<file path="src/rtl/grf_scan.sv">
// Sequential read-out engine for the GRF: walks both read ports two registers at a time
// and streams (index, value) words over valid/ready while folding an XOR checksum.
module grf_scan #(
  parameter int NREG = 32,
  parameter int AW   = 5,
  parameter int DW   = 32
) (
  input  logic          clk,
  input  logic          reset,
  input  logic          start,
  output logic [AW-1:0] RA,
  output logic [AW-1:0] RB,
  input  logic [DW-1:0] busA,
  input  logic [DW-1:0] busB,
  output logic          out_valid,
  input  logic          out_ready,
  output logic [AW-1:0] out_idx,
  output logic [DW-1:0] out_data,
  output logic          busy,
  output logic          done,
  output logic [DW-1:0] checksum
);

  typedef enum logic [2:0] {IDLE, READ, SEND_A, SEND_B, DONE} state_t;

  localparam logic [AW-1:0] LAST_K = AW'(NREG - 2);

  state_t        state;
  logic [AW-1:0] k;
  logic [DW-1:0] holdA;
  logic [DW-1:0] holdB;

  // Both words of a pair are latched in READ, so a GRF write landing during the
  // SEND phases of that pair is deliberately not reflected in the streamed data.
  always_ff @(posedge clk or posedge reset) begin
    if (reset) begin
      state     <= IDLE;
      k         <= '0;
      RA        <= '0;
      RB        <= '0;
      holdA     <= '0;
      holdB     <= '0;
      out_valid <= 1'b0;
      out_idx   <= '0;
      out_data  <= '0;
      busy      <= 1'b0;
      done      <= 1'b0;
      checksum  <= '0;
    end else begin
      done <= 1'b0;
      case (state)
        IDLE: begin
          if (start) begin
            RA       <= '0;
            RB       <= AW'(1);
            k        <= '0;
            checksum <= '0;
            busy     <= 1'b1;
            state    <= READ;
          end
        end
        READ: begin
          holdA     <= busA;
          holdB     <= busB;
          out_valid <= 1'b1;
          out_idx   <= k;
          out_data  <= busA;
          state     <= SEND_A;
        end
        SEND_A: begin
          if (out_ready) begin
            checksum <= checksum ^ holdA;
            out_idx  <= k + AW'(1);
            out_data <= holdB;
            state    <= SEND_B;
          end
        end
        SEND_B: begin
          if (out_ready) begin
            checksum  <= checksum ^ holdB;
            out_valid <= 1'b0;
            if (k == LAST_K) begin
              busy  <= 1'b0;
              done  <= 1'b1;
              state <= DONE;
            end else begin
              k     <= k + AW'(2);
              RA    <= k + AW'(2);
              RB    <= k + AW'(3);
              state <= READ;
            end
          end
        end
        DONE:    state <= IDLE;
        default: state <= IDLE;
      endcase
    end
  end

endmodule
</file>
<file path="config.mk">
export PLATFORM = sky130hd
export DESIGN_NAME = grf_scan
export DESIGN_NICKNAME = d
export VERILOG_FILES = /design/src/rtl/grf_scan.sv
export SDC_FILE = /design/constraint.sdc
export NUM_CORES = 1
export LEC_CHECK = 0
export ABC_AREA = 1
export CORE_UTILIZATION = 47
export CTS_CLUSTER_DIAMETER = 30
export DETAILED_ROUTE_END_ITERATION = 8
export PLACE_DENSITY_LB_ADDON = 0.05
export SLEW_MARGIN = 5
export SYNTH_ARGS = -nofsm -noshare
export SYNTH_HDL_FRONTEND = slang
export SYNTH_SLANG_ARGS = --single-unit
</file>
<file path="constraint.sdc">
create_clock -name clk -period 5.4 [get_ports clk]
set_clock_uncertainty 0.2 [all_clocks]
set_input_delay 1.35 -clock clk [delete_from_list [all_inputs] [get_ports clk]]
set_output_delay 1.35 -clock clk [all_outputs]
set_load 0.03 [all_outputs]
</file>
; Word level (Yosys, flattened, before mapping)
; Index checks and enable logic that the tools add are counted.
; W data, S select, Z words.
[word_totals]
register_bits = 149
latch_bits = 0
ram_bits = 0
rom_bits = 0
n_memories = 0
[classes]
addsub = 3
mul = 0
div_mod_pow = 0
n_lt_le_gt_ge = 0
eq_ne = 9
n_shift = 0
mux = 30
bitwise_logic = 2
reduce_logical = 11
[ops]
columns = op, n
row1 = $mux W32, 4
row2 = $pmux W32 S3, 1
row3 = $pmux W32 S2, 1
row4 = $xor A32 B32 Y32, 2
row5 = $mux W5, 7
row6 = $pmux W5 S2, 3
row7 = $mux W3, 4
row8 = $pmux W3 S4, 1
row9 = $reduce_and A4 Y1, 3
row10 = $add A5 B2 Y5 const B, 2
row11 = $ne A2 B2 Y1 const B, 5
row12 = $mux W1, 7
row13 = $eq A3 B2 Y1 const B, 2
row14 = $reduce_bool A2 Y1, 3
row15 = $add A5 B1 Y5 const B, 1
row16 = $eq A5 B5 Y1 const B, 1
row17 = $pmux W1 S2, 2
row18 = $reduce_and A2 Y1, 2
row19 = $eq A3 B1 Y1 const B, 1
row20 = $logic_not A3 Y1, 1
row21 = $reduce_and A3 Y1, 1
row22 = $reduce_bool A3 Y1, 1

; Longest topological paths before layout
[depth]
depth_word = 4
depth_mapped = 9

; Worst setup path before layout
; No wires, ideal clock.
[synth_path]
path_kind = input -> register
start = input start
end = register checksum[0]
setup_ns = 0.066
t_arrival_ns = 2.110
slack_ns = 3.024
stages = 6
n_path_buf = 1
path_cell_list = inv_1 nand3_2 nand4_1 clkbuf_1 nand2_1 nand2_1
[synth_via]
elab_chain_cells = 2
[synth_lines]
columns = element, line
row1 = "start, declared", 10  ; input logic start,
row2 = $ne A2 B2 Y1 (no source line), n/a
row3 = $reduce_and A4 Y1 (no source line), n/a
row4 = "end signal, assigned", 72  ; checksum <= checksum ^ holdA;
row5 = "end signal, assigned", 80  ; checksum <= checksum ^ holdB;
row6 = "end, declared", 21  ; output logic [DW-1:0] checksum
; Every way passes these cells.
; A chain may end at the register's enable or synchronous reset.

==> flow_summary.yaml <==
clock_network:
  postCtsHoldBufs: 0
  clk_path_buf_depth: 2
  cts_root_buffer: "clkbuf_16"
  cts_setup_buffers: 0
  insertion_delay_ns: 0.42
  cts_buffers: 17
  htree_levels: 4
  path_clk_slew_ns: 0.05
  cts_tree: "built"
  cts-resized-gates: 0
  cts.sinks: 145
timing:
  setup_viol: 0
  max_freq_mhz: 317
  finalSetupTns_ns: 0
  relSlewSlack: 0.319
  rsz0062_at_grt: "false"
  slew_viol_final: 0
  worstMarginPinSlew_ns: 1.02
  finalCritPeriodShare: 0.585
  hold_viol: 0
  layout_min_cycle_time_ns: 3.16
pwr:
  total_power_mw: 6.25
  cellPowerDensity_nw_per_um2: 671
  switching_share: 0.461
  pwr-share-comb: 0.506
  leakagePower_nw: 4.69
  pwr-share-seq: 0.314
  ir_worst_vdd_uv: 322
  intPower_mw: 3.37
  p_sw_mw: 2.88
  p_clk_frac: 0.179
worst_setup_path:
  rrSetupSlack_ns: 2.26
  reg2reg_from: "state[2]"
  criticalPathCategory: "reg -> out"
  required_ns: 3.85
  cp_cell_sequence: "clkdlybuf4s50_1"
  max_stage_delay_ns: 0.72
  r2r_end: "checksum[3]"
  rr_worst_depth: 8
  critPathTopFamily: "buffers and inverters"
  arrival_ns: 1.61
  cp.buffers_inverters: 1
  endpoint_kind: "output port"
  crit_fanout: 7
  startpoint_type: "flop"
  slowest_stage: "clkdlybuf4s50_1"
floorplan:
  die_y_microns: 126
  die-area_sq_um: 15900
  die_width_microns: 126
  start_util: 0.491
  rows: 44
  core_sq_um: 14800
  ioPinCount: 150
layout:
  drive_gt1_frac: 0.0437
  area_growth_pct: 28.7
  nNetsFinal: 1179
  n_antenna_cell: 0
  fin_util: 0.632
logic_synthesis:
  synth_area_per_cell_sq_um: 7.30
  synth_nets: 1062
  synth-warning-count: 0
  syn_inst: 992
  yosysUniqueCellTypes: 19
  yosysSeqAreaShare: 0.501
  syn_area_sq_um: 7240
  ys_ff_latch: 145
global_route:
  grt_overflow: 0
  grt_max_degree: 104
  grt_pass1_wl_microns: 31200
  grt_antenna_before_repair: 0
  grt_pass1_vias: 6022
  grt_usage: 0.251
min_path:
  min_path_cells: 2
  hold_class: "reg -> reg"
  hold_path_end: "RB[0]"
  hold_start: "RB[0]"
route:
  route.detailed.drc: 0
  via_count: 6561
  antenna_left: 0
  totalWireLength_microns: 18900
  wl_per_cell_microns: 14.5
  firstDrtPassIters: 5
  drt_iter0_markers: 522
  viasPerCell: 5.03
outcome:
  outcome: "completed"
run:
  cap_viol_max_count: 0
place:
  dpl.hpwl_microns: 11500
  gp_congestion: 0.748
  portBuffers: 148
==> cells in the mapped netlist, drive strengths merged <==
library cell	n	share of area
dfrtp	145	0.50
nand4	38	0.033
nand2	451	0.23
a21oi	1	0.0012
nor2	11	0.0067
inv	110	0.057
o21bai	1	0.0010
buf	45	0.034
conb	1	0.00052
ha	2	0.0035
o21ai	99	0.068
clkbuf	15	0.0078
nand3	73	0.052
==> power by group through the flow <==
stage	registers, mW	clock network [mW]	logic [mW]
after floorplan	2.30	0	1.80
after global placement	1.97	0	3.12
after detailed placement	1.97	0	3.17
after CTS	1.96	1.13	3.19
after global routing	2.03	1.19	3.54
final	1.97	1.12	3.16
==> placed cells by master (no fill, tap or decap), drive strengths merged, types with 2 or more instances in the layout <==
cell	n
nand3	73
nand4	38
inv	109
nand2	451
clkinv	5
o21ai	99
ha	2
clkdlybuf4s50	148
dfrtp	145
nor2	11
bufinv	2
buf	10
clkbuf	24
==> flip-flops by register name, summed over array words and instances, names as in the netlist <==
register / cells
out_data: 32
out_valid: 1
holdB: 32
holdA: 32
checksum: 32
out_idx: 5
busy: 1
k: 4
done: 1
RB: 2
state: 3
==> final cells by class <==
| class | instances | area (sq um) |
|---|---|---|
| Clock buffer | 24 | 462 |
| Clock inverter | 7 | 85.1 |
| Fill cell | 1331 | 5430 |
| Inverter | 110 | 417 |
| Multi-Input combinational cell | 677 | 2930 |
| Sequential cell | 145 | 3630 |
| Tap cell | 184 | 230 |
| Timing Repair Buffer | 158 | 1570 |
==> metal layers <==
| layer | up-vias | global-route usage | wire length [microns] |
|---|---|---|---|
| met2 | 181 | 0.403 | 8810 |
| met1 | 3039 | 0.339 | 8840 |
| met4 | 0 | 0.0659 | 223 |
| li1 | 3320 | - | - |
| met3 | 21 | 0.0633 | 1080 |
| met5 | - | 0 | 0 |
==> worst max path at each step <==
stage / startpoint / cells past startpoint / slack [ns] / endpoint
floorplan: reset / 1 / 2.03 / RB[0]
global route: state[2] / 8 / 2.07 / checksum[29]
CTS: k[2] / 1 / 2.24 / RB[2]
detailed placement: out_ready / 7 / 1.86 / checksum[6]
finish: k[2] / 1 / 2.24 / RB[2]
global placement: out_ready / 7 / 1.95 / checksum[4]
==> stage by stage <==
| step | hold slack, ns | setup slack (ns) | std cells | area, sq um |
|---|---|---|---|---|
| 6_report | 0.259 | 2.24 | 1305 | 9320 |
| 5_1_grt | 0.291 | 2.07 | 1305 | 9320 |
| 4_1_cts | 0.265 | 2.24 | 1305 | 9320 |
| 3_5_place_dp | 0.250 | 1.86 | 1274 | 8770 |
| 3_3_place_gp | 0.249 | 1.95 | 1274 | 8770 |
| 2_1_floorplan | 0.312 | 2.03 | 992 | 7240 |
==> cells by family (layout without fill, tap and decap cells) <==
logic type | after synthesis | count (layout) | share of synthesized area
AND/OR/NAND/NOR | 573 | 573 | 0.325
flip-flops | 145 | 145 | 0.501
adder cells (fa/ha/maj) | 2 | 2 | 0.00346
other | 1 | 1 | 0.000518
buffers and inverters | 170 | 299 | 0.0989
AO/OA/AOI/OAI | 101 | 101 | 0.0707
==> tightest hold or removal path, stage by stage (launching register included) <==
cell,delay (ns)
dfrtp_1,0.34
inv_1,0.04
nand2_1,0.05
No activity file was read; power rests on OpenSTA's default activity.
